<file path="src/rtl/load_store_unit_if.sv">
// Execute-stage request/response and word-bus signals of the load/store unit.
// master: the load/store unit; slave: the execute stage plus memory responder.
interface load_store_unit_if;
  logic        req_valid;
  logic        req_ready;
  logic        MemRead;
  logic        MemWrite;
  logic [2:0]  funct3;
  logic [31:0] Addr;
  logic [31:0] Write_Data;
  logic        bus_req;
  logic        bus_we;
  logic [31:0] bus_addr;
  logic [3:0]  bus_be;
  logic [31:0] bus_wdata;
  logic        bus_ack;
  logic [31:0] bus_rdata;
  logic        resp_valid;
  logic [31:0] LoadOut;
  logic        misaligned;
  logic        bus_err;
  logic        busy;

  modport master (
    input  req_valid, MemRead, MemWrite, funct3, Addr, Write_Data, bus_ack, bus_rdata,
    output req_ready, bus_req, bus_we, bus_addr, bus_be, bus_wdata,
           resp_valid, LoadOut, misaligned, bus_err, busy
  );

  modport slave (
    output req_valid, MemRead, MemWrite, funct3, Addr, Write_Data, bus_ack, bus_rdata,
    input  req_ready, bus_req, bus_we, bus_addr, bus_be, bus_wdata,
           resp_valid, LoadOut, misaligned, bus_err, busy
  );
endinterface

</file>
<file path="src/rtl/load_store_unit.sv">
// Load/store unit: one access at a time from the execute stage onto a
// word-wide req/ack bus, with alignment checking, lane steering and
// sign/zero extension of load results. Access aborts after TIMEOUT cycles.
module load_store_unit #(
  parameter int TIMEOUT = 15
) (
  input  logic              clk,
  input  logic              rst,
  load_store_unit_if.master lsu
);
  typedef enum logic [1:0] {IDLE = 2'd0, ACCESS = 2'd1, RESP = 2'd2} state_t;

  state_t      state, next_state;
  logic        op_load;
  logic [2:0]  op_f3;
  logic [1:0]  op_lane;
  logic [7:0]  wait_cnt;
  logic        accept, req_fault, timeout_hit;

  // funct3 legality (store wins when both strobes are set) plus natural alignment
  function automatic logic check_fault(input logic st, input logic [2:0] f3,
                                       input logic [1:0] lo);
    logic legal, flt;
    if (st) legal = (f3 == 3'b000) || (f3 == 3'b001) || (f3 == 3'b010);
    else    legal = (f3[1:0] != 2'b11) && !(f3[2] && f3[1]);
    case (f3[1:0])
      2'b01:   flt = !legal || lo[0];
      2'b10:   flt = !legal || (lo != 2'b00);
      default: flt = !legal;
    endcase
    return flt;
  endfunction

  function automatic logic [3:0] lane_be(input logic [1:0] sz, input logic [1:0] lo);
    logic [3:0] be;
    case (sz)
      2'b00:   be = 4'b0001 << lo;
      2'b01:   be = 4'b0011 << {lo[1], 1'b0};
      default: be = 4'b1111;
    endcase
    return be;
  endfunction

  // Store data is replicated so every enabled lane sees the right bytes
  function automatic logic [31:0] lane_wdata(input logic [1:0] sz, input logic [31:0] wd);
    logic [31:0] d;
    case (sz)
      2'b00:   d = {4{wd[7:0]}};
      2'b01:   d = {2{wd[15:0]}};
      default: d = wd;
    endcase
    return d;
  endfunction

  function automatic logic [31:0] load_extend(input logic [2:0] f3, input logic [1:0] lane,
                                              input logic [31:0] w);
    logic        [7:0]  b;
    logic        [15:0] h;
    logic signed [7:0]  sb;
    logic signed [15:0] sh;
    logic signed [31:0] r;
    b  = w[{lane, 3'b000} +: 8];
    h  = lane[1] ? w[31:16] : w[15:0];
    sb = b;
    sh = h;
    case (f3)
      3'b000:  r = 32'(sb);
      3'b100:  r = {24'b0, b};
      3'b001:  r = 32'(sh);
      3'b101:  r = {16'b0, h};
      default: r = w;
    endcase
    return r;
  endfunction

  assign accept      = (state == IDLE) && lsu.req_valid && (lsu.MemRead || lsu.MemWrite);
  assign req_fault   = check_fault(lsu.MemWrite, lsu.funct3, lsu.Addr[1:0]);
  assign timeout_hit = (wait_cnt == 8'(TIMEOUT - 1));

  assign lsu.req_ready  = (state == IDLE);
  assign lsu.busy       = (state != IDLE);
  assign lsu.bus_req    = (state == ACCESS);
  assign lsu.resp_valid = (state == RESP);

  // State register
  always_ff @(posedge clk) begin
    if (rst) state <= IDLE;
    else     state <= next_state;
  end

  // Next-state logic; ack takes priority over a timeout on the same edge
  always_comb begin
    next_state = state;
    case (state)
      IDLE:    if (accept) next_state = req_fault ? RESP : ACCESS;
      ACCESS:  if (lsu.bus_ack || timeout_hit) next_state = RESP;
      RESP:    next_state = IDLE;
      default: next_state = IDLE;
    endcase
  end

  // Request latch, bus drive registers, wait counter and response registers
  always_ff @(posedge clk) begin
    if (rst) begin
      op_load        <= 1'b0;
      op_f3          <= 3'b0;
      op_lane        <= 2'b0;
      wait_cnt       <= 8'd0;
      lsu.bus_we     <= 1'b0;
      lsu.bus_addr   <= 32'b0;
      lsu.bus_be     <= 4'b0;
      lsu.bus_wdata  <= 32'b0;
      lsu.LoadOut    <= 32'b0;
      lsu.misaligned <= 1'b0;
      lsu.bus_err    <= 1'b0;
    end else begin
      case (state)
        IDLE: begin
          if (accept) begin
            op_load  <= !lsu.MemWrite;
            op_f3    <= lsu.funct3;
            op_lane  <= lsu.Addr[1:0];
            wait_cnt <= 8'd0;
            if (req_fault) begin
              lsu.misaligned <= 1'b1;
            end else begin
              lsu.bus_we    <= lsu.MemWrite;
              lsu.bus_addr  <= {lsu.Addr[31:2], 2'b00};
              lsu.bus_be    <= lane_be(lsu.funct3[1:0], lsu.Addr[1:0]);
              lsu.bus_wdata <= lane_wdata(lsu.funct3[1:0], lsu.Write_Data);
            end
          end
        end
        ACCESS: begin
          if (lsu.bus_ack || timeout_hit) begin
            lsu.bus_we    <= 1'b0;
            lsu.bus_addr  <= 32'b0;
            lsu.bus_be    <= 4'b0;
            lsu.bus_wdata <= 32'b0;
            if (lsu.bus_ack) begin
              if (op_load) lsu.LoadOut <= load_extend(op_f3, op_lane, lsu.bus_rdata);
            end else begin
              lsu.bus_err <= 1'b1;
            end
          end else begin
            wait_cnt <= wait_cnt + 8'd1;
          end
        end
        default: begin
          lsu.LoadOut    <= 32'b0;
          lsu.misaligned <= 1'b0;
          lsu.bus_err    <= 1'b0;
        end
      endcase
    end
  end
endmodule

</file>
<file path="src/flat_wrapper.sv">
// flat-port wrapper written by rule: the top's interface ports become plain ports
module load_store_unit_flat 
#(
  parameter int TIMEOUT = 15
)
  (clk, rst, lsu_req_valid, lsu_MemRead, lsu_MemWrite, lsu_funct3, lsu_Addr, lsu_Write_Data, lsu_bus_ack, lsu_bus_rdata, lsu_req_ready, lsu_bus_req, lsu_bus_we, lsu_bus_addr, lsu_bus_be, lsu_bus_wdata, lsu_resp_valid, lsu_LoadOut, lsu_misaligned, lsu_bus_err, lsu_busy);
  load_store_unit_if lsu_i ();
  input  logic clk;
  input  logic rst;
  input wire logic [$bits(lsu_i.req_valid)-1:0] lsu_req_valid;
  input wire logic [$bits(lsu_i.MemRead)-1:0] lsu_MemRead;
  input wire logic [$bits(lsu_i.MemWrite)-1:0] lsu_MemWrite;
  input wire logic [$bits(lsu_i.funct3)-1:0] lsu_funct3;
  input wire logic [$bits(lsu_i.Addr)-1:0] lsu_Addr;
  input wire logic [$bits(lsu_i.Write_Data)-1:0] lsu_Write_Data;
  input wire logic [$bits(lsu_i.bus_ack)-1:0] lsu_bus_ack;
  input wire logic [$bits(lsu_i.bus_rdata)-1:0] lsu_bus_rdata;
  output wire logic [$bits(lsu_i.req_ready)-1:0] lsu_req_ready;
  output wire logic [$bits(lsu_i.bus_req)-1:0] lsu_bus_req;
  output wire logic [$bits(lsu_i.bus_we)-1:0] lsu_bus_we;
  output wire logic [$bits(lsu_i.bus_addr)-1:0] lsu_bus_addr;
  output wire logic [$bits(lsu_i.bus_be)-1:0] lsu_bus_be;
  output wire logic [$bits(lsu_i.bus_wdata)-1:0] lsu_bus_wdata;
  output wire logic [$bits(lsu_i.resp_valid)-1:0] lsu_resp_valid;
  output wire logic [$bits(lsu_i.LoadOut)-1:0] lsu_LoadOut;
  output wire logic [$bits(lsu_i.misaligned)-1:0] lsu_misaligned;
  output wire logic [$bits(lsu_i.bus_err)-1:0] lsu_bus_err;
  output wire logic [$bits(lsu_i.busy)-1:0] lsu_busy;
  assign lsu_i.req_valid = lsu_req_valid;
  assign lsu_i.MemRead = lsu_MemRead;
  assign lsu_i.MemWrite = lsu_MemWrite;
  assign lsu_i.funct3 = lsu_funct3;
  assign lsu_i.Addr = lsu_Addr;
  assign lsu_i.Write_Data = lsu_Write_Data;
  assign lsu_i.bus_ack = lsu_bus_ack;
  assign lsu_i.bus_rdata = lsu_bus_rdata;
  assign lsu_req_ready = lsu_i.req_ready;
  assign lsu_bus_req = lsu_i.bus_req;
  assign lsu_bus_we = lsu_i.bus_we;
  assign lsu_bus_addr = lsu_i.bus_addr;
  assign lsu_bus_be = lsu_i.bus_be;
  assign lsu_bus_wdata = lsu_i.bus_wdata;
  assign lsu_resp_valid = lsu_i.resp_valid;
  assign lsu_LoadOut = lsu_i.LoadOut;
  assign lsu_misaligned = lsu_i.misaligned;
  assign lsu_bus_err = lsu_i.bus_err;
  assign lsu_busy = lsu_i.busy;
  load_store_unit #(.TIMEOUT(TIMEOUT)) u_core (.clk(clk), .rst(rst), .lsu(lsu_i));
endmodule
</file>
<file path="config.mk">
export PLATFORM = sky130hd
export DESIGN_NAME = load_store_unit_flat
export DESIGN_NICKNAME = d
export VERILOG_FILES = /design/src/rtl/load_store_unit_if.sv /design/src/rtl/load_store_unit.sv /design/src/flat_wrapper.sv
export SDC_FILE = /design/constraint.sdc
export NUM_CORES = 1
export LEC_CHECK = 0
export ABC_AREA = 1
export CAP_MARGIN = 25
export CORE_ASPECT_RATIO = 0.9
export CORE_MARGIN = 2
export CORE_UTILIZATION = 49
export DETAILED_ROUTE_END_ITERATION = 8
export PLACE_DENSITY = 0.86
export SLEW_MARGIN = 20
export SYNTH_ARGS = -nofsm -noshare
export SYNTH_HDL_FRONTEND = slang
export SYNTH_SLANG_ARGS = --single-unit
export TNS_END_PERCENT = 50
</file>
<file path="constraint.sdc">
create_clock -name clk -period 4.6 [get_ports clk]
set_input_delay 0.92 -clock clk [delete_from_list [all_inputs] [get_ports clk]]
set_output_delay 0.92 -clock clk [all_outputs]
set_load 0.02 [all_outputs]
</file>
## Word level (Yosys, flattened, before mapping)

Cells that the tools add are included.

- Register bits: 119
- Latch bits: 0
- Bits in writable memories: 0
- Memory bits (read-only): 0
- Bits of input ports: 105
- Output and inout port bits: 107
- Logic and storage cells: 102
- Memories kept: 0

- Add/sub/neg operators: 1
- $mul: 0
- Divide/modulo/power cells: 0
- Magnitude comparators: 0
- Equality and inequality tests: 19
- Shifts and indexed selects: 3
- Multiplexer cells: 38
- Bitwise logic cells: 2
- Reduce and logical (&&, ||, !) cells: 27

Operators by type and width:

| cell | count |
|---|---|
| $mux W32 | 8 |
| $pmux W32 S2 | 4 |
| $pmux W32 S4 | 1 |
| $shiftx A32 B6 Y8 | 1 |
| $mux W16 | 1 |
| $mux W8 | 2 |
| $pmux W4 S2 | 2 |
| $pmux W8 S2 | 1 |
| $mux W4 | 3 |
| $ne A2 B2 Y1 const B | 5 |
| $reduce_and A3 Y1 | 3 |
| $add A8 B1 Y8 const B | 1 |
| $eq A8 B4 Y1 const B | 1 |
| $mux W1 | 8 |
| $ne A2 B1 Y1 const B | 4 |
| $pmux W1 S2 | 4 |
| $reduce_and A4 Y1 | 2 |
| $eq A3 B1 Y1 const B | 2 |
| $eq A3 B3 Y1 const B | 2 |
| $logic_not A3 Y1 | 2 |
| $logic_or A1 B1 Y1 | 6 |
| $mux W2 | 3 |
| $reduce_bool A2 Y1 | 3 |
| $eq A2 B1 Y1 const B | 2 |
| other kinds (10) | 19 |

## Depth between registers and ports, before layout

- Word-level depth: 10
- Gate-level depth with buffers: 14
- Mapped depth without buffers: 12

## Worst setup path after synthesis

No wires, ideal clock.

- Path kind: input to register
- Start: input lsu_funct3[0]
- End: register u_core.lsu.bus_addr[10]
- Setup time: 0.112 ns
- Arrival time: 2.185 ns
- Data required time: 4.488 ns
- Setup slack: 2.303 ns
- Stages: 14
- Buffers on the path: 2
- Cell sequence: inv_1 > ha_1 > buf_2 > nor2_4 > nand2_1 > nand2_1 > nand2_1 > nand2_1 > nand2_2 > nand2_4 > inv_4 > buf_6 > nor2_1 > nor2_1

- Longest elaborated chain between the ends: 9
- Elaborated cells on any way between the ends: 16
- Classes of those cells: eq/ne: 6; mux: 2; reduce/logical: 8

RTL lines:

| what | line | source |
|---|---|---|
| start, declared | flat_wrapper.sv:13 | `input wire logic [$bits(lsu_i.funct3)-1:0] lsu_funct3;` |
| $eq A3 B1 Y1 / $logic_not A3 Y1 (equally long branches) | load_store_unit.sv:24 | `if (st) legal = (f3 == 3'b000) \|\| (f3 == 3'b001) \|\| (f3 == 3'b010);` |
| $logic_or A1 B1 Y1 (2 in series) | load_store_unit.sv:24 |  |
| $mux W1 | load_store_unit.sv:24 |  |
| $logic_not A1 Y1 | load_store_unit.sv:27, load_store_unit.sv:28, load_store_unit.sv:29 |  |
| $logic_or A1 B1 Y1, on equally long branches | load_store_unit.sv:28, load_store_unit.sv:27 |  |
| $pmux W1 S2 (*) | load_store_unit.sv:26 | `case (f3[1:0])` |
| $ne A2 B2 Y1 (no source line) (*) | n/a |  |
| $reduce_and A4 Y1 (no source line) (*) | n/a |  |
| end signal, assigned | load_store_unit.sv:128 | `lsu.bus_addr <= {lsu.Addr[31:2], 2'b00};` |
| end, declared | load_store_unit_if.sv:26 | `output req_ready, bus_req, bus_we, bus_addr, bus_be, bus_wdata,` |

Every way passes the cells marked *; elsewhere a longest branch is shown, timed or not.
A chain may end at the register's enable or synchronous reset.

## Worst setup path after layout

- Start: register u_core.state[0]
- End: output lsu_bus_req

- Longest elaborated chain between the ends: 1

RTL lines:

| what | line | source |
|---|---|---|
| start, declared | load_store_unit.sv:13 | `state_t state, next_state;` |
| start signal, assigned | load_store_unit.sv:88 | `else state <= next_state;` |
| $eq A2 B1 Y1 | load_store_unit.sv:82 | `assign lsu.bus_req = (state == ACCESS);` |
| end, declared | flat_wrapper.sv:19 | `output wire logic [$bits(lsu_i.bus_req)-1:0] lsu_bus_req;` |

Every way passes these cells.

==> results by stage <==
Timing:
- For this run, the top clock speed supported by timing is 304 MHz.
- The slew of the pin with the lowest slew margin is 0.877 ns.
- Dividing the final minimum period by the clock period gives 0.715.
- The clock arrives with 0.00757 ns of skew.
- Headroom to the max-slew limit came out at 0.414.
- Final hold analysis gives a worst-case slack of 0.464 ns.
- Setup violations remaining at the end of the flow were counted as 0.
- The final period demand of the worst path is 3.29 ns.
- The count of final hold-check violations came to 0.
- The max-slew violation total from the final report came to 0.
- The final critical-path setup slack is 1.31 ns.
- Summed over all failing endpoints, the final setup total negative slack is 0 ns.
- Setup repair after global routing left no endpoint under its margin.

Global routing:
- For this run, the total global-route usage over all layers was measured as 0.275.
- The total grt overflow is 0.
- The initial antenna violation count came to 0.
- The first global-routing pass estimated 29.0 mm of wire.
- Entering global routing, the biggest net connects 61 pins.
- The via count of the first global-routing pass is 6056.

Setup path:
- The number of buffers and inverters on the critical path is 2.
- Of all nets on the critical path, the largest fanout is 49.
- The worst-case register-to-register setup slack is 1.71 ns.
- The slowest cell on the critical path is sky130_fd_sc_hd__clkdlybuf4s50_1.
- The sort of element at the end of the critical path is an output port.
- The number of cells on the worst reg-to-reg path is 7.
- The type of the setup path with the least slack is reg -> out.
- Among cell families on the critical path, the largest total delay comes from buffers and inverters.
- In this run the critical register-to-register path is launched from u_core.op_f3[1].
- The worst register-to-register path ends at u_core.lsu.LoadOut[24].
- The data arrival time of the critical path is 2.37 ns.
- The signal on the critical path passes through inv_2, nor2_4, clkdlybuf4s50_1.
- STA puts the critical path data required time at 3.68 ns.
- STA classifies the critical path startpoint as a flip-flop.
- The critical path's largest stage delay is 0.69 ns.

Cells and area:
- After filler insertion, the fill cell instance count of the layout stands at 1032.
- The utilization after layout is 0.715.
- The antenna diode count is 0.
- The register cell area after layout is 2340 um^2.
- For this run, the post-layout net count is 1210.
- The area occupied by multi-input gates is 3140 um^2.
- Relative to the synthesized area, the layout overhead comes to 42.8%.
- Once layout is done, the placed cells without fillers occupy 8570 um^2.
- The count of cells in the finished layout, fillers not included, comes to 1271.
- The fraction of layout cells with a size suffix above 1 is 0.0486.

Routing:
- In the routed layout, each cell is associated on average with a via count of 5.16.
- The final wirelength is 18.3 mm.
- The count of routing violations after the opening detailed-route iteration is 619.
- Detailed routing inserted a total of 6564 vias.
- The average wire length per cell after detail routing is 14.4 um.
- The count of unresolved DRC violations after routing is 0.
- The number of iterations in the first detailed-routing pass is 7.
- The detail route stage leaves a number of antenna-violating nets equal to 0.

Synthesis:
- The mapped netlist covers 6000 um^2.
- The Yosys step of the flow raised 0 warnings.
- The compound-cell area share of the yosys netlist is 0.132.
- Of all flip-flops after synthesis, the portion carrying an async set or reset was 0.
- The synthesized instance count is 930.
- Of the total synthesized cell area, the portion taken by XOR and XNOR cells is 0.00292.
- Counting flops with a built-in enable in the synthesized netlist gives 0.
- The number of storage elements in the synthesis netlist is 117.
- The portion of synthesized area spent on multiplexers is 0.
- Of the total synthesized cell area, the portion taken by AND, OR, NAND and NOR gates is 0.374.
- Among all flip-flop cells after synthesis, the most frequent one is sky130_fd_sc_hd__dfxtp_1.
- The main combinational cell family by area after synthesis is simple AND/OR/NAND/NOR gates.
- Counting distinct cell types in the post-synthesis netlist gives 36.
- The post-synthesis area per instance is 6.45 um^2.
- The fraction of the mapped netlist area in adder cells is 0.0125.
- The sequential fraction of the synthesis area is 0.390.

Power and ir drop:
- The combinational share of power is 0.330.
- The share of total power consumed by net switching is 0.339.
- The power density over cell area is 440 nW/um^2.
- The worst-case vdd ir drop is 0.000271 V.
- The post-route total power is 3.77 mW.
- The internal portion of the total power is 2.49 mW.
- The share of total power dissipated in sequential elements is 0.329.
- The switching power is 1.28 mW.
- The part of the total power dissipated in the clock network is 0.341.
- The leakage power is 3.62 nW.

Place:
- The number of input and output port buffers inserted is 209.
- Before CTS, the worst setup slack after placement is 1.17 ns.
- The post-detailed-placement half-perimeter wirelength is 12.6 mm.
- The cell count after placement is 1240.
- The congestion estimate from routability-driven global placement came to 0.987.
- The placed instances occupy a cell area of 8000 um^2.

Floorplanning:
- Pin placement for this block handled 212 I/O pins.
- The initial utilization of the core area, before any placement, comes to 0.501.
- The die covers 13100 um^2.
- The die boundary height is 109 um.
- From left edge to right edge, the die measures 121 um.
- After floorplanning, the core was divided into 38 placement rows.
- The total core area is 12000 um^2.

Clock network:
- Post-CTS timing repair inserted 0 buffers for setup.
- The number of levels the H-tree was split into is 4.
- The register clock-pin slew on the reported worst setup and hold paths is 0.05 ns.
- The root buffer cell chosen for the clock tree is sky130_fd_sc_hd__clkbuf_16.
- Counting along the longest clock path gives a buffer depth of 2.
- The number of clock sinks seen by CTS is 117.
- The clock buffer count from CTS is 17.
- For the worst-skew pair, the clock arrives at the later sink with an insertion delay of 0.41 ns.
- The number of instances resized during post-cts repair is 0.
- In this run, post-CTS hold repair placed 0 buffers.
- The clock tree from TritonCTS is yes.

Outcome:
- The run finished with clean final reports.

Hold path:
- The type of the tightest min-delay check is reg -> reg.
- The number of cells on the worst hold path is 2.
- The terminating pin of the worst hold path is u_core.lsu.LoadOut[25].
- The worst hold path startpoint is u_core.lsu.LoadOut[25].

Flow run:
- Across the run, the number of max-cap violations was 0.
==> how the worst max path moves through the flow <==
| stage | slack, ns | cells past startpoint | end | start |
|---|---|---|---|---|
| 6_report | 1.31 | 3 | lsu_bus_req | u_core.state[0] |
| 5_1_grt | 1.23 | 3 | lsu_bus_req | u_core.state[0] |
| 4_1_cts | 1.34 | 3 | lsu_bus_req | u_core.state[0] |
| 3_5_place_dp | 1.17 | 13 | u_core.lsu.bus_addr[16] | lsu_funct3[1] |
| 3_3_place_gp | 1.25 | 6 | u_core.lsu.LoadOut[7] | lsu_bus_ack |
| 2_1_floorplan | 2.30 | 14 | u_core.lsu.bus_addr[10] | lsu_funct3[0] |
==> power by group through the flow <==
stage	Clock, mW	Combinational (mW)	Sequential (mW)
floorplan	0	0.630	1.39
detailed placement	0	1.22	1.26
finish	1.28	1.24	1.24
global placement	0	1.21	1.25
CTS	1.29	1.24	1.24
global route	1.34	1.36	1.26
==> routing by layer <==
metal / track usage / wire [um]
met2: 0.438 / 8580
met5: 0 / 0
met3: 0.0722 / 1450
met1: 0.351 / 7820
met4: 0.124 / 499
==> tightest hold or removal path: stages (launching register included) <==
cell,delay [ns]
sky130_fd_sc_hd__dfxtp_1,0.31
sky130_fd_sc_hd__nand2_1,0.06
sky130_fd_sc_hd__a21oi_1,0.05
==> layout by cell type, fill, tap and decap left out, types with 3 or more instances in the layout <==
master	count
sky130_fd_sc_hd__nand2_1	249
sky130_fd_sc_hd__nand3_1	87
sky130_fd_sc_hd__or2_2	6
sky130_fd_sc_hd__buf_4	4
sky130_fd_sc_hd__clkbuf_16	17
sky130_fd_sc_hd__inv_1	45
sky130_fd_sc_hd__o21ai_0	46
sky130_fd_sc_hd__nand2_2	3
sky130_fd_sc_hd__a21oi_1	58
sky130_fd_sc_hd__ha_1	6
sky130_fd_sc_hd__clkinv_2	6
sky130_fd_sc_hd__a211oi_1	5
sky130_fd_sc_hd__nor2_4	3
sky130_fd_sc_hd__clkbuf_1	3
sky130_fd_sc_hd__dfxtp_1	117
sky130_fd_sc_hd__inv_2	4
sky130_fd_sc_hd__clkdlybuf4s50_1	209
sky130_fd_sc_hd__nor2_1	193
sky130_fd_sc_hd__o211ai_1	22
sky130_fd_sc_hd__bufinv_16	3
sky130_fd_sc_hd__o2111ai_1	4
==> kinds of logic (layout without fill, tap and decap cells) <==
family	count (synthesis)	count (layout)
flip-flops	117	117
adder cells (fa/ha/maj)	6	6
AO/OA/AOI/OAI	140	140
XOR/XNOR	2	2
other	1	2
buffers and inverters	115	295
AND/OR/NAND/NOR	549	549
==> state kept, by name (all words and copies together), names as in the netlist, 2 cells and up <==
name,count
u_core.lsu.bus_wdata,32
u_core.lsu.LoadOut,32
u_core.state,2
u_core.op_f3,3
u_core.lsu.bus_addr,30
u_core.lsu.bus_be,4
u_core.wait_cnt,8
u_core.op_lane,2
==> synth_stat cells (4+ instances only) <==
cell	n	area, um^2
sky130_fd_sc_hd__a211oi_1	5	37.5
sky130_fd_sc_hd__a21oi_1	58	290
sky130_fd_sc_hd__buf_2	21	105
sky130_fd_sc_hd__buf_6	7	78.8
sky130_fd_sc_hd__clkbuf_1	31	116
sky130_fd_sc_hd__dfxtp_1	117	2340
sky130_fd_sc_hd__ha_1	6	75.1
sky130_fd_sc_hd__inv_1	45	169
sky130_fd_sc_hd__inv_2	4	15.0
sky130_fd_sc_hd__nand2_1	249	935
sky130_fd_sc_hd__nand3_1	87	435
sky130_fd_sc_hd__nor2_1	193	724
sky130_fd_sc_hd__o2111ai_1	4	35.0
sky130_fd_sc_hd__o211ai_1	22	165
sky130_fd_sc_hd__o21ai_0	46	230
sky130_fd_sc_hd__or2_2	6	37.5
==> layout make-up <==
| cell class | instances | share of cell area |
|---|---|---|
| multi-input cells | 699 | 0.366 |
| flip-flops and latches | 117 | 0.273 |
| repair buffers | 213 | 0.248 |
| clock buffers | 20 | 0.0510 |
| well taps | 160 | 0.0234 |
| inverters | 51 | 0.0226 |
| clock inverters | 11 | 0.0158 |
(Power assumes the default switching activity.)
